===== src/rtl/ps2_host_tx.sv =====
// PS/2 host-to-device transmitter: inhibits the clock, issues the start bit, shifts
// out data/parity/stop on device falling edges and checks the device acknowledge.
module ps2_host_tx #(
  parameter int INHIBIT_CYCLES = 5000,
  parameter int TIMEOUT_CYCLES = 100000
) (
  input  logic       clk,
  input  logic       resetn,
  input  logic       ps2_clk_in,
  input  logic       ps2_data_in,
  output logic       ps2_clk_oe,
  output logic       ps2_data_oe,
  input  logic [7:0] tx_data,
  input  logic       tx_valid,
  output logic       tx_ready,
  output logic       busy,
  output logic       done,
  output logic       ack_err,
  output logic       timeout
);

  localparam int MAXC = (INHIBIT_CYCLES > TIMEOUT_CYCLES) ? INHIBIT_CYCLES : TIMEOUT_CYCLES;
  localparam int CW   = $clog2(MAXC + 1);
  localparam logic [CW-1:0] INH_LAST = CW'(INHIBIT_CYCLES - 1);
  localparam logic [CW-1:0] TO_LAST  = CW'(TIMEOUT_CYCLES - 1);

  typedef enum logic [2:0] {
    S_IDLE, S_INHIBIT, S_REQ, S_SEND, S_ACK, S_WAIT_IDLE
  } state_t;

  state_t          r_state;
  logic [2:0]      r_clk_sync;
  logic [2:0]      r_data_sync;
  logic [9:0]      r_frame;
  logic [3:0]      r_idx;
  logic [CW-1:0]   r_cnt;
  logic            r_clk_oe;
  logic            r_data_oe;
  logic            r_done;
  logic            r_ack_err;
  logic            r_timeout;

  logic            w_fall;
  logic            w_data;
  logic            w_bus_idle;
  logic            w_progress;

  assign w_fall     = (r_clk_sync[2:1] == 2'b10);
  assign w_data     = r_data_sync[1];
  assign w_bus_idle = r_clk_sync[1] & r_data_sync[1];

  // Any event that resets the watchdog in the device-paced states.
  always_comb begin
    w_progress = 1'b0;
    case (r_state)
      S_SEND, S_ACK: w_progress = w_fall;
      S_WAIT_IDLE:   w_progress = w_bus_idle;
      default:       w_progress = 1'b0;
    endcase
  end

  always_ff @(posedge clk) begin
    if (!resetn) begin
      r_state     <= S_IDLE;
      r_clk_sync  <= 3'b111;
      r_data_sync <= 3'b111;
      r_cnt       <= '0;
      r_idx       <= '0;
      r_clk_oe    <= 1'b0;
      r_data_oe   <= 1'b0;
      r_done      <= 1'b0;
      r_ack_err   <= 1'b0;
      r_timeout   <= 1'b0;
    end else begin
      r_clk_sync  <= {r_clk_sync[1:0], ps2_clk_in};
      r_data_sync <= {r_data_sync[1:0], ps2_data_in};
      r_done      <= 1'b0;
      r_ack_err   <= 1'b0;
      r_timeout   <= 1'b0;
      case (r_state)
        S_IDLE: begin
          r_clk_oe  <= 1'b0;
          r_data_oe <= 1'b0;
          if (tx_valid) begin
            r_frame  <= {1'b1, ~^tx_data, tx_data};
            r_idx    <= '0;
            r_cnt    <= '0;
            r_clk_oe <= 1'b1;
            r_state  <= S_INHIBIT;
          end
        end
        S_INHIBIT: begin
          if (r_cnt == INH_LAST) begin
            r_data_oe <= 1'b1;
            r_state   <= S_REQ;
          end else begin
            r_cnt <= r_cnt + 1'b1;
          end
        end
        S_REQ: begin
          // Releasing the clock with data held low is the request-to-send.
          r_clk_oe <= 1'b0;
          r_cnt    <= '0;
          r_state  <= S_SEND;
        end
        default: begin
          if (!w_progress) begin
            if (r_cnt == TO_LAST) begin
              r_timeout <= 1'b1;
              r_clk_oe  <= 1'b0;
              r_data_oe <= 1'b0;
              r_state   <= S_IDLE;
            end else begin
              r_cnt <= r_cnt + 1'b1;
            end
          end else begin
            r_cnt <= '0;
            case (r_state)
              S_SEND: begin
                r_data_oe <= ~r_frame[r_idx];
                r_idx     <= r_idx + 1'b1;
                if (r_idx == 4'd9) r_state <= S_ACK;
              end
              S_ACK: begin
                r_data_oe <= 1'b0;
                if (!w_data) begin
                  r_state <= S_WAIT_IDLE;
                end else begin
                  r_ack_err <= 1'b1;
                  r_state   <= S_IDLE;
                end
              end
              default: begin
                r_done  <= 1'b1;
                r_state <= S_IDLE;
              end
            endcase
          end
        end
      endcase
    end
  end

  assign ps2_clk_oe  = r_clk_oe;
  assign ps2_data_oe = r_data_oe;
  assign done        = r_done;
  assign ack_err     = r_ack_err;
  assign timeout     = r_timeout;
  assign tx_ready    = (r_state == S_IDLE);
  assign busy        = (r_state != S_IDLE);

endmodule

===== config.mk =====
export PLATFORM = sky130hd
export DESIGN_NAME = ps2_host_tx
export DESIGN_NICKNAME = d
export VERILOG_FILES = /design/src/rtl/ps2_host_tx.sv
export SDC_FILE = /design/constraint.sdc
export NUM_CORES = 1
export LEC_CHECK = 0
export BUFFER_PORTS_ARGS = -buffer_cell sky130_fd_sc_hd__buf_2
export CORE_MARGIN = 4
export CORE_UTILIZATION = 46
export DETAILED_ROUTE_END_ITERATION = 10
export PLACE_DENSITY = 0.63
export SLEW_MARGIN = 0
export SYNTH_ARGS = -nofsm -noshare
export SYNTH_HDL_FRONTEND = slang
export SYNTH_SLANG_ARGS = --single-unit

===== constraint.sdc =====
create_clock -name clk -period 3.35 [get_ports clk]
set_clock_uncertainty 0.05 [all_clocks]
set_input_delay 1.005 -clock clk [delete_from_list [all_inputs] [get_ports clk]]
set_output_delay 1.005 -clock clk [all_outputs]
set_load 0.005 [all_outputs]

==> results of run 1 <==
## stage by stage
step	hold slack (ps)	setup slack, ps	std cells	area [um^2]
after CTS	364.3	911.7	335	2559
after floorplan	336.3	1015	253	2351
final	361.5	886.1	335	2559
after global placement	338.5	820.1	327	2470
after global routing	387.3	670.6	335	2559
after detailed placement	342.5	751.2	327	2470
## kinds of logic after synthesis
logic type | count (synthesis) | share of synthesized area
adder cells (fa/ha/maj) | 3 | 0.01597
buffers and inverters | 22 | 0.04789
AO/OA/AOI/OAI | 62 | 0.1794
AND/OR/NAND/NOR | 107 | 0.2783
multiplexers | 7 | 0.04045
XOR/XNOR | 9 | 0.03353
flip-flops | 43 | 0.4045
## placed cells by master, fill, tap and decap left out, types with 4 or more instances in the layout
master / n
dfxtp_1: 34
and3_1: 4
nand2b_1: 14
a21oi_1: 18
a311oi_1: 4
nor4_1: 6
nand2_1: 19
nor3_1: 5
buf_4: 4
inv_1: 6
clkbuf_8: 5
nand4_1: 7
o21ai_0: 7
mux2i_1: 5
edfxtp_1: 9
or4_1: 6
xnor2_1: 7
nor2_1: 15
nand3_1: 6
o31ai_1: 11
buf_2: 19
## worst paths after layout
| kind | slack (ps) | end | start |
|---|---|---|---|
| max | 890 | r_cnt[2] | r_cnt[0] |
| min | 360 | r_data_sync[1] | r_data_sync[0] |
| max reg2reg | 890 | r_cnt[2] | r_cnt[0] |
| min reg2reg | 360 | r_data_sync[1] | r_data_sync[0] |
## sequential cells by signal, indices dropped and copies added, names as in the netlist
name         flops
r_cnt           17
r_frame          9
r_idx            4
r_clk_sync       3
r_state          3
r_data_sync      2
ack_err          1
done             1
ps2_clk_oe       1
ps2_data_oe      1
timeout          1
## cell type report
class                           count  area (um^2)
Multi-Input combinational cell    188         1287
Tap cell                           67        83.83
Timing Repair Buffer               23        125.1
Inverter                            6        22.52
Sequential cell                    43        950.9
Clock buffer                        5        68.82
Clock inverter                      3        20.02
Fill cell                         446         2290
## power groups by stage
stage               sequential [mW]  clock, mW  combinational (mW)
global route                  0.650      0.359               0.513
floorplan                     0.613          0               0.373
finish                        0.640      0.329               0.455
CTS                           0.640      0.340               0.456
global placement              0.651          0               0.452
detailed placement            0.651          0               0.455
## metal layers
metal,up-vias,part of all wire,global-route usage
li1,987,-,-
met1,880,0.51,0.2449
met2,37,0.43,0.2604
met3,8,0.039,0.03386
met4,0,0.013,0.05842
met5,-,0,0
==> out/metrics.yaml, run 1 <==
status: "finished, final reports clean"
crit_chain: "ha_1 > and4_1 > and4_1 > nor4b_4 > buf_4 > nor2_1 > a311oi_1"
r2r_cells: 7
grt-ovfl-total: 0
routabilityCongestion: 0.8461
netSwitchingFraction: 0.3671
critPathKind: "register to register"
pwr-share-comb: 0.320
ant_nets: 0
vias_per_cell: 5.707
finalHoldViolCount: 0
port_buffers: 19
slowest_stage: "and4_1"
hold_path_depth: 1
synth_top_area_cell: "dfxtp_1"
setup_violations: 0
die-area_um2: 6319
drc: 0
core.rowCount: 25
coreArea_um2: 4848
synth_top_area_share: 0.2895
ys_types: 57
firstDrtPassIters: 4
critPathMaxStageDelay_ps: 420
powerDensity_nw_per_um2: 556.7
wl_per_cell_um: 14.78
cts_resized: 0
cp_max_fo: 24
p_int_mw: 0.9015
tightest_slew_ps: 710.5
slew_headroom: 0.5246
cp.arrival_ps: 2620
fin_crit_ps: 2464
switching_power_mw: 0.5230
clkSinkCount: 43
cts_buffers: 5
syn_to_final_growth_pct: 8.834
drive_above_1_share: 0.1642
cp-end-kind: "register"
crit_required_ps: 3510
crit_path_frequent_cell: "and4_1"
path_buf_inv: 1
drv_slew: 0
sequentialPowerShare: 0.449
synth_area_um2: 2351
postCtsSetupRepairBufs: 0
fin_util: 0.5277
dp_hpwl_mm: 3.480
track_usage: 0.1726
cp-start-kind: "register"
cts_hold_buf: 0
synth_seq_cells: 43
clkPwrFrac: 0.231
syn_avg_cell_area_um2: 9.293
cts_tree: "yes"
crit_cells: 7
synthTopCellsByCount: "dfxtp_1, nand2_1, a21oi_1, nor2_1, nand2b_1"
tns_ps: 0
initial_utilization: 0.4849
synth_edf_count: 9
synth_nets: 269
clkLatencyLatePin_ps: 300
clk_root_buffer_cell: "clkbuf_8"
synth_ff_type: "dfxtp_1"
synth_area_leaders: "dfxtp_1, edfxtp_1, a21oi_1"
maxCapViolCount: 0
drt_wl_total_mm: 4.950
yosysWarnings: 0
chipWidth_um: 79.49
diodes: 0
via_count: 1912
clock_path_buffers: 2
path_delay_family: "simple AND/OR/NAND/NOR gates"
p_total_mw: 1.425
grt_pass1_wl_mm: 8.597
async_flop_share: 0
antenna_found_initial: 0
vdd_drop_max_v: 0.0002717
grt_max_degree: 25
path_clk_slew_ps: 90
post-route-period-util: 0.7355
die_y_um: 79.49
synth_seq_area_share: 0.4045
rsz0062_at_grt: "no"
htree_levels: 2
leakagePower_nw: 0.8382
nets: 283
max_freq_mhz: 405.9
min_path_type: "register to register"
yosysMostFrequentCell: "dfxtp_1"
grt_pass1_vias: 1780
dr.first_iter.drc_count: 163
syn_inst: 253
ios: 20
(Power assumes the default switching activity.)
==> inputs of run 2 (changes only) <==
- PLACE_DENSITY: 0.63 -> 0.66
- clock period: 3.35 -> 2.19 ns (I/O delays scaled with it)
==> out/metrics.yaml, run 2 (synthesis results as in run 1) <==
min_path_type: "register to register"
timing.rr.end: "r_cnt[12]"
cts_buffers: 5
maxCapViolCount: 0
tightest_slew_ps: 614.8
place_ws_ps: 27.83
coreArea_um2: 4848
ios: 20
grt_max_degree: 25
leakagePower_nw: 1.003
diodes: 0
r2r_slack_ps: 90
antenna_found_initial: 0
port_buffers: 19
cp-start-kind: "register"
max_freq_mhz: 475.1
largest_reg_flops: 17
reg.largest.list: "r_cnt (17), r_frame (9), r_idx (4)"
vias_per_cell: 5.726
multiInputGateArea_um2: 1331
dr.first_iter.drc_count: 130
drive_above_1_share: 0.2823
finalHoldViolCount: 0
path_clk_slew_ps: 80
drc: 0
cp.arrival_ps: 2290
layout_common_cells: "dfxtp_1, buf_4, nand2_1, buf_2, a21oi_1"
via_count: 2067
die_y_um: 79.49
p_total_mw: 2.465
r2r_start: "r_cnt[1]"
clock_path_buffers: 2
drt_wl_total_mm: 5.151
critPathKind: "register to register"
post-route-period-util: 0.9611
initial_utilization: 0.4849
cp-end-kind: "register"
drv_slew: 0
rsz0062_at_grt: "no"
die-area_um2: 6319
core.rowCount: 25
syn_to_final_growth_pct: 20.97
firstDrtPassIters: 4
clk_root_buffer_cell: "clkbuf_8"
crit_required_ps: 2370
routabilityCongestion: 0.9068
r2r_cells: 7
fin_ws_ps: 85.17
dp_hpwl_mm: 3.808
fin_crit_ps: 2105
grt_pass1_wl_mm: 9.183
status: "finished, final reports clean"
wl_per_cell_um: 14.27
postCtsSetupRepairBufs: 0
grt_pass1_vias: 1912
worstHoldEndpoint: "r_clk_sync[1]"
cp_max_fo: 8
chipWidth_um: 79.49
tns_ps: 0
htree_levels: 2
cts_resized: 0
nets: 309
track_usage: 0.1826
vdd_drop_max_v: 0.0005336
clkLatencyLatePin_ps: 300
setup_violations: 0
hold_path_depth: 1
cts_hold_buf: 0
grt-ovfl-total: 0
ff_latch_area_um2: 953.4
ant_nets: 0
fillers: 426
largest_register: "r_cnt"
final_common_cell: "dfxtp_1"
clkSinkCount: 43
cts_tree: "yes"
hold_start: "r_clk_sync[0]"
slew_headroom: 0.5877
powerDensity_nw_per_um2: 866.8
## run 2: worst max path at each step
stage               cells past startpoint  startpoint    endpoint  slack (ps)
finish                                  7    r_cnt[1]   r_cnt[12]          90
global route                            7    r_cnt[8]  r_state[0]         0.7
CTS                                     4  r_state[2]        busy           2
detailed placement                      7    tx_valid    r_cnt[6]          30
global placement                        8    r_cnt[1]  r_state[0]          60
floorplan                               9    r_cnt[0]    r_cnt[4]          20
## run 2: through the flow
step           hold WS (ps)    util  cell area, um^2  std cells
3_5_place_dp          348.9  0.5523             2678        353
3_3_place_gp          345.0  0.5523             2678        353
4_1_cts               369.3  0.5763             2794        361
6_report              366.5  0.5866             2844        361
5_1_grt               380.8  0.5866             2844        361
2_1_floorplan         336.3       -             2351        253
## run 2: area by class of cell
cell class / instances / share of cell area
multi-input combinational: 188 / 0.4681
inverter: 6 / 0.007919
clock buffer: 5 / 0.02420
timing repair buffer: 49 / 0.1183
sequential: 43 / 0.3352
tap: 67 / 0.02948
clock inverter: 3 / 0.01672
## run 2: critical path, stage by stage, from the launching register on
cell	delay [ps]
dfxtp_2	340
ha_2	200
nor4b_2	170
and4_1	190
a31o_2	280
buf_4	170
or4_4	510
a21oi_2	140
## run 2: metal layers
| metal | track usage | wire (um) | vias up |
|---|---|---|---|
| li1 | - | - | 1038 |
| met1 | 0.2593 | 2548 | 981 |
| met2 | 0.2763 | 2300 | 41 |
| met3 | 0.04063 | 242 | 7 |
| met4 | 0.05326 | 59 | 0 |
| met5 | 0 | 0 | - |
## run 2: report_power, final
group	internal [mW]	switching, mW	leakage (nW)
logic	0.396	0.486	0.584
registers	0.886	0.0648	0.360
clock network	0.346	0.286	0.0587
total	1.63	0.837	1.00
